===== config.mk =====
export PLATFORM = sky130hd
export DESIGN_NAME = i2c_target_flat
export DESIGN_NICKNAME = d
export VERILOG_FILES = /design/src/rtl/i2c_if.sv /design/src/rtl/i2c_target.sv /design/src/flat_wrapper.sv
export SDC_FILE = /design/constraint.sdc
export NUM_CORES = 1
export LEC_CHECK = 0
export ABC_AREA = 1
export CORE_ASPECT_RATIO = 1.4
export CORE_MARGIN = 1.5
export CORE_UTILIZATION = 55
export CTS_BUF_LIST = sky130_fd_sc_hd__clkbuf_4 sky130_fd_sc_hd__clkbuf_8
export DETAILED_ROUTE_END_ITERATION = 10
export GPL_ROUTABILITY_DRIVEN = 0
export HOLD_SLACK_MARGIN = 0.03
export PLACE_DENSITY_LB_ADDON = 0.12
export REMOVE_ABC_BUFFERS = 1
export SYNTH_ARGS = -nofsm -noshare
export SYNTH_HDL_FRONTEND = slang
export SYNTH_SLANG_ARGS = --single-unit

===== constraint.sdc =====
create_clock -name clk -period 1.7 [get_ports clk]
set_input_delay 0.255 -clock clk [delete_from_list [all_inputs] [get_ports clk]]
set_output_delay 0.255 -clock clk [all_outputs]
set_load 0.05 [all_outputs]

===== src/rtl/i2c_if.sv =====
// Two-wire bus: scl from the controller, sda as a wired-AND with pull-up.
// Each side contributes a pull-low enable; releasing the enable leaves sda to the pull-up.
interface i2c_if;
    logic scl;
    logic sda_tgt_low;
    logic sda_ctl_low;
    logic sda;

    assign sda = ~(sda_tgt_low | sda_ctl_low);

    modport target (input scl, input sda, output sda_tgt_low);
    modport controller (output scl, output sda_ctl_low, input sda);
endinterface


===== src/rtl/i2c_target.sv =====
// I2C target: 7-bit address match, byte writes to rx_data, byte reads from tx_data.
// scl/sda are double-synchronised; all bus changes happen only while scl is low.
module i2c_target #(
    parameter logic [6:0] ADDR = 7'h18
) (
    input  logic       clk,
    input  logic       rst,
    i2c_if.target      i2c,
    output logic [7:0] rx_data,
    output logic       rx_valid,
    input  logic       rx_nak,
    input  logic [7:0] tx_data,
    output logic       tx_req,
    output logic       busy
);
    typedef enum logic [2:0] {
        ST_IDLE, ST_ADDR, ST_ADDR_ACK, ST_WR_DATA,
        ST_WR_ACK, ST_RD_DATA, ST_RD_ACK, ST_IGNORE
    } state_t;

    state_t      state_q, state_d;
    logic        scl_s1_q, scl_s1_d, scl_s2_q, scl_s2_d, scl_prev_q, scl_prev_d;
    logic        sda_s1_q, sda_s1_d, sda_s2_q, sda_s2_d, sda_prev_q, sda_prev_d;
    logic [2:0]  bit_cnt_q, bit_cnt_d;
    logic [6:0]  shreg_q, shreg_d;
    logic        rw_q, rw_d;
    logic        ack_seen_q, ack_seen_d;
    logic        sda_low_q, sda_low_d;
    logic [7:0]  rx_data_q, rx_data_d;
    logic        rx_valid_q, rx_valid_d;
    logic        tx_req_q, tx_req_d;
    logic        busy_q, busy_d;
    logic        scl_rise, scl_fall, start_det, stop_det;

    always_ff @(posedge clk or posedge rst) begin
        if (rst) begin
            // Idle-bus values so release of sda during reset is not seen as an edge
            scl_s1_q   <= 1'b1;
            scl_s2_q   <= 1'b1;
            scl_prev_q <= 1'b1;
            sda_s1_q   <= 1'b1;
            sda_s2_q   <= 1'b1;
            sda_prev_q <= 1'b1;
            state_q    <= ST_IDLE;
            bit_cnt_q  <= '0;
            shreg_q    <= '0;
            rw_q       <= 1'b0;
            ack_seen_q <= 1'b0;
            sda_low_q  <= 1'b0;
            rx_data_q  <= '0;
            rx_valid_q <= 1'b0;
            tx_req_q   <= 1'b0;
            busy_q     <= 1'b0;
        end else begin
            scl_s1_q   <= scl_s1_d;
            scl_s2_q   <= scl_s2_d;
            scl_prev_q <= scl_prev_d;
            sda_s1_q   <= sda_s1_d;
            sda_s2_q   <= sda_s2_d;
            sda_prev_q <= sda_prev_d;
            state_q    <= state_d;
            bit_cnt_q  <= bit_cnt_d;
            shreg_q    <= shreg_d;
            rw_q       <= rw_d;
            ack_seen_q <= ack_seen_d;
            sda_low_q  <= sda_low_d;
            rx_data_q  <= rx_data_d;
            rx_valid_q <= rx_valid_d;
            tx_req_q   <= tx_req_d;
            busy_q     <= busy_d;
        end
    end

    always_comb begin
        scl_s1_d   = i2c.scl;
        scl_s2_d   = scl_s1_q;
        scl_prev_d = scl_s2_q;
        sda_s1_d   = i2c.sda;
        sda_s2_d   = sda_s1_q;
        sda_prev_d = sda_s2_q;
        state_d    = state_q;
        bit_cnt_d  = bit_cnt_q;
        shreg_d    = shreg_q;
        rw_d       = rw_q;
        ack_seen_d = ack_seen_q;
        sda_low_d  = sda_low_q;
        rx_data_d  = rx_data_q;
        rx_valid_d = 1'b0;
        tx_req_d   = 1'b0;
        busy_d     = busy_q;

        scl_rise  = scl_s2_q & ~scl_prev_q;
        scl_fall  = ~scl_s2_q & scl_prev_q;
        start_det = scl_s2_q & scl_prev_q & sda_prev_q & ~sda_s2_q;
        stop_det  = scl_s2_q & scl_prev_q & ~sda_prev_q & sda_s2_q;

        if (start_det) begin
            state_d    = ST_ADDR;
            bit_cnt_d  = '0;
            sda_low_d  = 1'b0;
            busy_d     = 1'b0;
            ack_seen_d = 1'b0;
        end else if (stop_det) begin
            state_d   = ST_IDLE;
            sda_low_d = 1'b0;
            busy_d    = 1'b0;
        end else begin
            case (state_q)
                ST_ADDR: if (scl_rise) begin
                    shreg_d   = {shreg_q[5:0], sda_s2_q};
                    bit_cnt_d = bit_cnt_q + 3'd1;
                    if (bit_cnt_q == 3'd7) begin
                        if (shreg_q == ADDR) begin
                            busy_d  = 1'b1;
                            rw_d    = sda_s2_q;
                            state_d = ST_ADDR_ACK;
                        end else begin
                            state_d = ST_IGNORE;
                        end
                    end
                end
                // First falling edge starts the ACK drive, the second ends the slot
                ST_ADDR_ACK: begin
                    if (scl_fall) begin
                        if (!sda_low_q) begin
                            sda_low_d = 1'b1;
                        end else if (rw_q) begin
                            bit_cnt_d = '0;
                            shreg_d   = tx_data[6:0];
                            sda_low_d = ~tx_data[7];
                            state_d   = ST_RD_DATA;
                        end else begin
                            bit_cnt_d = '0;
                            sda_low_d = 1'b0;
                            state_d   = ST_WR_DATA;
                        end
                    end else if (scl_rise && sda_low_q && rw_q) begin
                        tx_req_d = 1'b1;
                    end
                end
                ST_WR_DATA: if (scl_rise) begin
                    shreg_d   = {shreg_q[5:0], sda_s2_q};
                    bit_cnt_d = bit_cnt_q + 3'd1;
                    if (bit_cnt_q == 3'd7) begin
                        rx_data_d  = {shreg_q, sda_s2_q};
                        rx_valid_d = 1'b1;
                        state_d    = rx_nak ? ST_IGNORE : ST_WR_ACK;
                    end
                end
                ST_WR_ACK: if (scl_fall) begin
                    if (!sda_low_q) begin
                        sda_low_d = 1'b1;
                    end else begin
                        sda_low_d = 1'b0;
                        state_d   = ST_WR_DATA;
                    end
                end
                // bit_cnt wraps to 0 on the 8th rise; the following fall ends the byte
                ST_RD_DATA: begin
                    if (scl_rise) begin
                        bit_cnt_d = bit_cnt_q + 3'd1;
                    end else if (scl_fall) begin
                        if (bit_cnt_q == 3'd0) begin
                            sda_low_d  = 1'b0;
                            ack_seen_d = 1'b0;
                            state_d    = ST_RD_ACK;
                        end else begin
                            sda_low_d = ~shreg_q[6];
                            shreg_d   = {shreg_q[5:0], 1'b0};
                        end
                    end
                end
                ST_RD_ACK: begin
                    if (scl_rise) begin
                        if (!sda_s2_q) begin
                            ack_seen_d = 1'b1;
                            tx_req_d   = 1'b1;
                        end else begin
                            state_d = ST_IGNORE;
                        end
                    end else if (scl_fall && ack_seen_q) begin
                        ack_seen_d = 1'b0;
                        bit_cnt_d  = '0;
                        shreg_d    = tx_data[6:0];
                        sda_low_d  = ~tx_data[7];
                        state_d    = ST_RD_DATA;
                    end
                end
                ST_IDLE, ST_IGNORE: ;
                default: state_d = ST_IDLE;
            endcase
        end
    end

    assign i2c.sda_tgt_low = sda_low_q;
    assign rx_data         = rx_data_q;
    assign rx_valid        = rx_valid_q;
    assign tx_req          = tx_req_q;
    assign busy            = busy_q;
endmodule


===== src/flat_wrapper.sv =====
// flat-port wrapper written by rule: the top's interface ports become plain ports
module i2c_target_flat 
#(
    parameter logic [6:0] ADDR = 7'h18
)
  (clk, rst, rx_data, rx_valid, rx_nak, tx_data, tx_req, busy, i2c_scl, i2c_sda_tgt_low);
  i2c_if i2c_i ();
  input  logic clk;
  input  logic rst;
  output logic [7:0] rx_data;
  output logic rx_valid;
  input  logic rx_nak;
  input  logic [7:0] tx_data;
  output logic tx_req;
  output logic busy;
  input wire logic [$bits(i2c_i.scl)-1:0] i2c_scl;
  output wire logic [$bits(i2c_i.sda_tgt_low)-1:0] i2c_sda_tgt_low;
  assign i2c_i.scl = i2c_scl;
  assign i2c_sda_tgt_low = i2c_i.sda_tgt_low;
  i2c_target #(.ADDR(ADDR)) u_core (.clk(clk), .rst(rst), .i2c(i2c_i), .rx_data(rx_data), .rx_valid(rx_valid), .rx_nak(rx_nak), .tx_data(tx_data), .tx_req(tx_req), .busy(busy));
endmodule

==> impl_metrics.toml, run 1 <==
[synth]
synthMuxAreaShare = 0
synth_top_family_by_area = "simple AND/OR/NAND/NOR gates"
synth_compound_area_frac = 0.0584
seq_area_frac_synth = 0.418
ys_types = 27
ys_seq_elements = 33
synth-xor-area-share = 0
syn_inst = 274
synthAdderAreaFrac = 0.0188
syn-mean-instance-area_um2 = 7.27
ys_warn_count = 1
synth-simple-area-share = 0.424
syn_area_um2 = 1990

[worst_setup_path]
crit_path_max_incr_delay_ns = 0.58
critPathTopFamily = "simple AND/OR/NAND/NOR gates"
cp_common_cell = "nand2_1"
r2r_cells = 7
worstSetupEndpointType = "flip-flop"
path_class = "reg2reg"
crit_cells = 7
crit_fanout = 8
crit_required_ns = 1.89
rrSetupSlack_ns = 0.05
path_buf_inv = 0
start_kind = "flip-flop"
crit_slowest_cell = "dfstp_2"
path_cells = "nand2_2 -> o21ai_1 -> nand3_2 -> nor2_4 -> nand2_4 -> nand2_1 -> nand2_1"
crit_arrival_ns = 1.84

[global_routing]
grt_max_degree = 34
grt_usage = 0.272
antenna_found_initial = 0
overflow = 0
grt_pass1_wl_um = 7830
grt_pass1_vias = 1819

[final_layout]
layout_common_cells = "nand2_1, nand3_1, nor2_1"
drive_gt1_frac = 0.239
syn2layout_area_growth_pct = 22.0
antenna_cells = 0
mostFrequentLayoutCell = "nand2_1"
final_util = 0.713
design_area_um2 = 2430
fin_nets = 328

[clocking]
clock_path_buffers = 2
cts_root_buf = "clkbuf_8"
tritoncts = "done"
h-tree-depth = 2
clock-sinks = 33
path_clk_slew_ns = 0.07
worstSkewPairLatency_ns = 0.30
cts_made_buffers = 5
postCtsHoldBufs = 0

[placed_design]
hpwl_um = 3470
post_dp_cell_area_um2 = 2280
portBuffers = 23

[drt]
drc = 0
drt_wl_total_um = 4810
final_antenna_net_count = 0
avgRoutedWirePerCell_um = 13.6
vias = 1924
firstDrtPassIters = 4
vias_per_cell = 5.44
drt-initial-drc-count = 97

[power]
power_density_nw_per_um2 = 1680
ir_drop_mv = 1.14
leakage_uw = 0.00132
power.internal_uw = 2140
power_frac_seq = 0.284
p_clk_frac = 0.147
p_sw_frac = 0.476
pwr-share-comb = 0.569
p_sw_uw = 1940

[floorplan]
core_um2 = 3410
start_util = 0.584
die_y_um = 74.2
io_pins = 24
dieArea_um2 = 4000
rows = 25
chipWidth_um = 53.9

[sta]
skew_ns = 0.0101
period_needed_ns = 1.65
fmax_mhz = 606
timing.final.max_slew_violations = 0
rsz0062_at_grt = "true"
fin_crit_sh = 0.971
hold_viol_final = 0
setup_viol = 0

[worst_hold_path]
hp-class = "in2async"

[job]
drv_cap = 0

[status]
status = "finished clean"
==> kinds of logic (layout without fill, tap and decap cells) <==
kind of cell / Yosys count / count (layout)
AOI/OAI and AO/OA: 20 / 20
adders and majority gates: 3 / 3
buffers and inverters: 34 / 74
DFF: 33 / 33
other: 1 / 1
and+or+nand+nor: 183 / 183
==> metrics by stage <==
stage / hold slack, ns / setup slack (ns) / total power, µW / std cells / TNS (ns)
after floorplan: 0.259 / 0.126 / 2690 / 270 / 0
after global placement: 0.346 / 0.0355 / 3220 / 343 / 0
after detailed placement: 0.348 / 0.00324 / 3240 / 343 / 0
after CTS: 0.358 / 0.0478 / 3940 / 352 / 0
after global routing: 0.358 / -0.0299 / 4390 / 354 / -0.0912
final: 0.342 / 0.0491 / 4080 / 354 / 0
==> what timing repair did <==
action,CTS,global route
pin swaps,1,2
setup endpoints to repair,4,10
setup buffers,1,2
resized for setup,0,10
==> worst reg2reg max path, cell delays in order, from the launching register on <==
cell and delay (ns):
dfstp_2 0.58, nand2_2 0.10, o21ai_1 0.23, nand3_2 0.14
nor2_4 0.25, nand2_4 0.11, nand2_1 0.08, nand2_1 0.05
==> flip-flops by register name, indices dropped and copies added (netlist names), 3 cells and up <==
register	cells
u_core.rx_data	8
u_core.shreg_q	7
u_core.state_q	3
u_core.bit_cnt_q	3
==> power by group through the flow <==
stage	sequential (µW)	clock, µW	combinational (µW)
after CTS	1150	599	2190
after global placement	1170	0	2050
after floorplan	1190	0	1500
after global routing	1180	631	2580
after detailed placement	1170	0	2070
final	1160	599	2320
==> area by class of cell <==
| cell class | count | area [µm²] |
|---|---|---|
| multi-input cells | 207 | 1030 |
| repair buffers | 36 | 310 |
| inverters | 30 | 118 |
| clock buffers | 6 | 76.3 |
| flip-flops and latches | 33 | 836 |
| well taps | 40 | 50.0 |
| fillers | 290 | 980 |
| clock inverters | 2 | 10.0 |
==> cells in the mapped netlist <==
cell type | instances | area share
nand2_1 | 97 | 0.18
nor2_2 | 3 | 0.0094
a21boi_0 | 1 | 0.0038
nand3_2 | 1 | 0.0050
conb_1 | 1 | 0.0019
nor2_4 | 5 | 0.028
o22ai_1 | 1 | 0.0031
dfrtp_1 | 27 | 0.34
nand2_4 | 4 | 0.023
inv_4 | 2 | 0.0063
nand3_1 | 38 | 0.095
buf_6 | 3 | 0.017
a21oi_1 | 5 | 0.013
o21ai_1 | 5 | 0.013
o21ai_2 | 2 | 0.0088
ha_1 | 3 | 0.019
nand2_2 | 5 | 0.016
nor3_1 | 1 | 0.0025
inv_1 | 23 | 0.043
inv_2 | 5 | 0.0094
dfstp_2 | 6 | 0.079
nor2_1 | 27 | 0.051
o21ai_0 | 4 | 0.010
buf_2 | 1 | 0.0025
nor3_4 | 1 | 0.0082
nand4_1 | 1 | 0.0031
o211ai_1 | 2 | 0.0075
==> path summary, 6_finish.rpt <==
kind	startpoint	endpoint
worst max-delay path	u_core.scl_prev_q	u_core.shreg_q[4]
worst min-delay path	rst	u_core.ack_seen_q
worst max register to register	u_core.scl_prev_q	u_core.shreg_q[4]
worst min register to register	u_core.sda_s1_q	u_core.sda_prev_d
max in group asynchronous	rst	u_core.scl_prev_q
min in group clk	u_core.sda_s1_q	u_core.sda_prev_d
==> routing by layer <==
metal  track usage  share of wire  vias to the layer above
met5             0              0                        -
met4         0.171          0.041                        0
met3        0.0582          0.058                       23
met2         0.470           0.52                       74
met1         0.293           0.38                      881
li1              -              -                      946
Note: power is estimated with default switching activity, not from simulation.
==> run 2, diff against run 1 <==
- CORE_ASPECT_RATIO: 1.4 -> unset
==> run 2 against run 1 <==
  * Count of clock-buffer cells in the layout is the same
  * Wire length shrank 4.7%
  * Highest routed layer unchanged
  * Cell count grew 2.3%
  * Worst hold slack lost 0.058 ns
  * Design area grew 1.6%
  * Sequential cell count is the same
  * Power shrank 1.3%
  * Utilization grew 1.0 points
  * Non-clock buffer count grew 2
==> impl_metrics.toml, run 2 (same netlist as run 1, synthesis figures left out) <==
[power]
power_density_nw_per_um2 = 1630
power.internal_uw = 2110
ir_drop_mv = 0.999
pwr-share-comb = 0.562
leakage_uw = 0.00133
p_sw_uw = 1910
p_sw_frac = 0.476
p_clk_frac = 0.149
power_frac_seq = 0.289

[worst_setup_path]
crit_path_max_incr_delay_ns = 0.63
start_kind = "flip-flop"
path_buf_inv = 1
path_cells = "nand2_4 -> inv_2 -> nand2_2 -> nand2_4 -> nand3_2 -> nor2_4 -> nand2_4 -> nand2_1 -> nand2_1"
crit_required_ns = 1.95
crit_slowest_cell = "dfstp_2"
crit_fanout = 7
path_class = "reg2reg"
critPathTopFamily = "simple AND/OR/NAND/NOR gates"
cp_common_cell = "nand2_4"
crit_arrival_ns = 1.86
worstSetupEndpointType = "flip-flop"

[floorplan]
core_um2 = 3420
die_y_um = 63.2
chipWidth_um = 63.2
dieArea_um2 = 3990
start_util = 0.583
rows = 21
io_pins = 24

[drt]
vias_per_cell = 5.28
final_antenna_net_count = 0
drt-initial-drc-count = 150
firstDrtPassIters = 4
drc = 0
drt_wl_total_um = 4580
avgRoutedWirePerCell_um = 12.7
vias = 1913

[job]
drv_cap = 0

[global_routing]
grt_pass1_vias = 1744
antenna_found_initial = 0
grtUsageMet1 = 0.352
gr-usage-met2 = 0.376
overflow = 0
grt_usage = 0.249
grt_pass1_wl_um = 7760
met3_usage = 0.0607
grt_max_degree = 34
top_usage_layer = "met2"

[sta]
period_needed_ns = 1.61
fin_ws_ns = 0.0926
fmax_mhz = 622
fin_hold_ws_ns = 0.285
setup_viol = 0
timing.final.max_slew_violations = 0
setup_tns_ns = 0
hold_viol_final = 0
fin_crit_sh = 0.946
skew_ns = 0.00902

[clocking]
cts_made_buffers = 5
postCtsHoldBufs = 0
cts_root_buf = "clkbuf_4"
worstSkewPairLatency_ns = 0.35
tritoncts = "done"
h-tree-depth = 2
clock-sinks = 33
clock_path_buffers = 2
path_clk_slew_ns = 0.11

[final_layout]
antenna_cells = 0
nFillCells = 293
final_cells = 362
largest_reg_flops = 8
syn2layout_area_growth_pct = 23.9
layout_common_cells = "nand2_1, nand3_1, buf_4"
fin_nets = 330
drive_gt1_frac = 0.272
mostFrequentLayoutCell = "nand2_1"

[placed_design]
portBuffers = 23
hpwl_um = 3280
dp_cells = 347
pre_cts_ws_ns = 0.0239

[worst_hold_path]
hp-class = "in2async"

[status]
status = "finished clean"
[run 2: worst paths after layout]
path / from / to / slack (ns) / depth (start not counted)
setup / recovery: u_core.scl_prev_q / u_core.shreg_q[4] / 0.09 / 9
min in group clk: i2c_scl / u_core.scl_s1_q / 0.30 / 1
setup reg to reg: u_core.scl_prev_q / u_core.shreg_q[4] / 0.09 / 9
hold reg to reg: u_core.scl_s1_q / u_core.scl_prev_d / 0.36 / 0
hold / removal: rst / u_core.shreg_q[4] / 0.28 / 3
max in group asynchronous: rst / u_core.sda_prev_q / 1.08 / 3
[run 2: cell type report]
| cell class | count | area, µm² | share of cell area |
|---|---|---|---|
| clock inverter | 2 | 35.0 | 0.0142 |
| inverter | 30 | 118 | 0.0476 |
| multi-input combinational | 207 | 1060 | 0.431 |
| clock buffer | 6 | 45.0 | 0.0182 |
| sequential | 33 | 836 | 0.339 |
| timing repair buffer | 38 | 314 | 0.127 |
| tap | 46 | 57.6 | 0.0233 |
[run 2: per-layer routing]
metal,vias to the layer above,wire length (µm)
li1,949,-
met1,882,2060
met2,72,2090
met3,10,335
met4,0,93
met5,-,0
[run 2: what timing repair did]
item | 4_1_cts | 5_1_grt
setup endpoints to repair | 1 | 13
gates resized for setup | 1 | 22
pin swaps | 0 | 7
buffers inserted | 0 | 7
[run 2: metrics by stage]
step                 util  area (µm²)  power [µW]
global placement    0.666        2270        3190
global route        0.723        2470        4350
floorplan               -        1950        2690
detailed placement  0.666        2270        3220
finish              0.723        2470        4020
CTS                 0.689        2350        3820
[run 2: power by group through the flow]
| stage | combinational [µW] | clock (µW) | sequential, µW |
|---|---|---|---|
| floorplan | 1500 | 0 | 1190 |
| CTS | 2080 | 602 | 1140 |
| global placement | 2040 | 0 | 1150 |
| global route | 2530 | 635 | 1180 |
| finish | 2260 | 600 | 1160 |
| detailed placement | 2070 | 0 | 1160 |
[run 2: worst min-delay path: stages]
cell,delay (ns)
clkdlybuf4s50_1,0.39
inv_1,0.05
buf_4,0.36
==> run 3, diff against run 2 <==
- CAP_MARGIN: unset -> 30
- CORE_ASPECT_RATIO: unset -> 1.25
==> run 3 against run 2 <==
  * Clock power up 29%
  * Register-to-register slack about the same
  * Non-clock buffer count fell by 6
  * Count of clock-buffer cells in the layout up 1
  * Critical endpoint is now u_core.shreg_q[6]
  * Largest power group unchanged
==> impl_metrics.toml, run 3 (same netlist as run 1, synthesis figures left out) <==
[final_layout]
largest_reg_flops = 8
syn2layout_area_growth_pct = 21.6
antenna_cells = 0
final_util = 0.695
layout_common_cells = "nand2_1, nand3_1, nor2_1"
fin_nets = 324
mostFrequentLayoutCell = "nand2_1"
final_cells = 349
drive_gt1_frac = 0.226

[drt]
drt_wl_total_um = 4520
final_antenna_net_count = 0
vias_per_cell = 5.30
vias = 1848
drc = 0
firstDrtPassIters = 4
drt-initial-drc-count = 187
avgRoutedWirePerCell_um = 13.0

[clocking]
h-tree-depth = 2
tritoncts = "done"
postCtsHoldBufs = 0
clock-sinks = 33
cts_made_buffers = 5
cts_root_buf = "clkbuf_8"
worstSkewPairLatency_ns = 0.28
path_clk_slew_ns = 0.07
clock_path_buffers = 2

[worst_setup_path]
crit_fanout = 9
crit_arrival_ns = 1.85
path_class = "reg2reg"
crit_required_ns = 1.93
start_kind = "flip-flop"
worstSetupEndpointType = "flip-flop"
r2r_cells = 8

[power]
ir_drop_mv = 1.12
power.total_uw = 4140
leakage_uw = 0.00131
power_density_nw_per_um2 = 1710

[placed_design]
portBuffers = 23
dp_cells = 340
hpwl_um = 3350

[sta]
rsz0062_at_grt = "true"
hold_viol_final = 0
timing.final.max_slew_violations = 0
fmax_mhz = 617
fin_crit_sh = 0.954
setup_viol = 0
period_needed_ns = 1.62
setup_tns_ns = 0
skew_ns = 0.00521

[status]
status = "finished clean"

[global_routing]
grt_usage = 0.238
grt_pass1_wl_um = 7290
grt_max_degree = 34
grt_pass1_vias = 1721
overflow = 0
antenna_found_initial = 0

[floorplan]
chipWidth_um = 56.8
rows = 24
die_y_um = 70.3
core_um2 = 3480
io_pins = 24
start_util = 0.572
dieArea_um2 = 3990

[worst_hold_path]
hp-class = "in2async"

[job]
drv_cap = 0
## run 3: cell types whose count changed in the layout (fill, tap and decap cells not counted), sizes merged
cell and change:
buf -5, clkbuf +1, clkinv -1, dlygate4sd2 -1
## run 3: power by group
part | internal, µW | switching (µW) | total (µW)
combinational | 787 | 1420 | 2210
sequential | 975 | 186 | 1160
clock | 494 | 280 | 774
## run 3: area by class of cell
class	count	area [µm²]
clock inverter	1	30.0
clock buffer	7	90.1
fill	295	1060
inverter	30	118
timing repair buffer	32	268
multi-input combinational	207	1030
tap	39	48.8
sequential	33	836
## run 3: timing repair
action | in CTS | in global routing
setup endpoints to repair | 0 | 10
resized for setup | 0 | 10
setup buffers | 0 | 1
## run 3: routing by layer
metal	GRT usage	part of all wire	vias up
li1	-	-	932
met1	0.263	0.40	816
met2	0.416	0.50	81
met3	0.0500	0.062	19
met4	0.129	0.033	0
met5	0	0	-
## run 3: metrics by stage
| stage | hold WS [ns] | instance area, µm² | worst slack [ns] |
|---|---|---|---|
| floorplan | 0.259 | 1950 | 0.126 |
| global placement | 0.346 | 2260 | 0.0243 |
| detailed placement | 0.349 | 2260 | 0.0467 |
| CTS | 0.359 | 2380 | 0.0293 |
| global route | 0.365 | 2420 | -0.0333 |
| finish | 0.349 | 2420 | 0.0788 |
## run 3: final timing paths
path,startpoint,to,slack [ns]
min,rst,u_core.rx_data[1],0.35
min reg2reg,u_core.sda_s1_q,u_core.sda_prev_d,0.36
max,u_core.state_q[1],u_core.shreg_q[6],0.08
min in group clk,u_core.sda_s1_q,u_core.sda_prev_d,0.36
max in group asynchronous,rst,u_core.scl_prev_d,1.02
max reg2reg,u_core.state_q[1],u_core.shreg_q[6],0.08
## run 3: critical path: stages (launching register included)
cell and delay [ns]:
dfrtp_2 0.47, nor2_4 0.18, nand2_4 0.12, nand2_4 0.10, nor2_2 0.06, nor3_4 0.31
buf_4 0.18, nand3_1 0.06, nand2_1 0.08
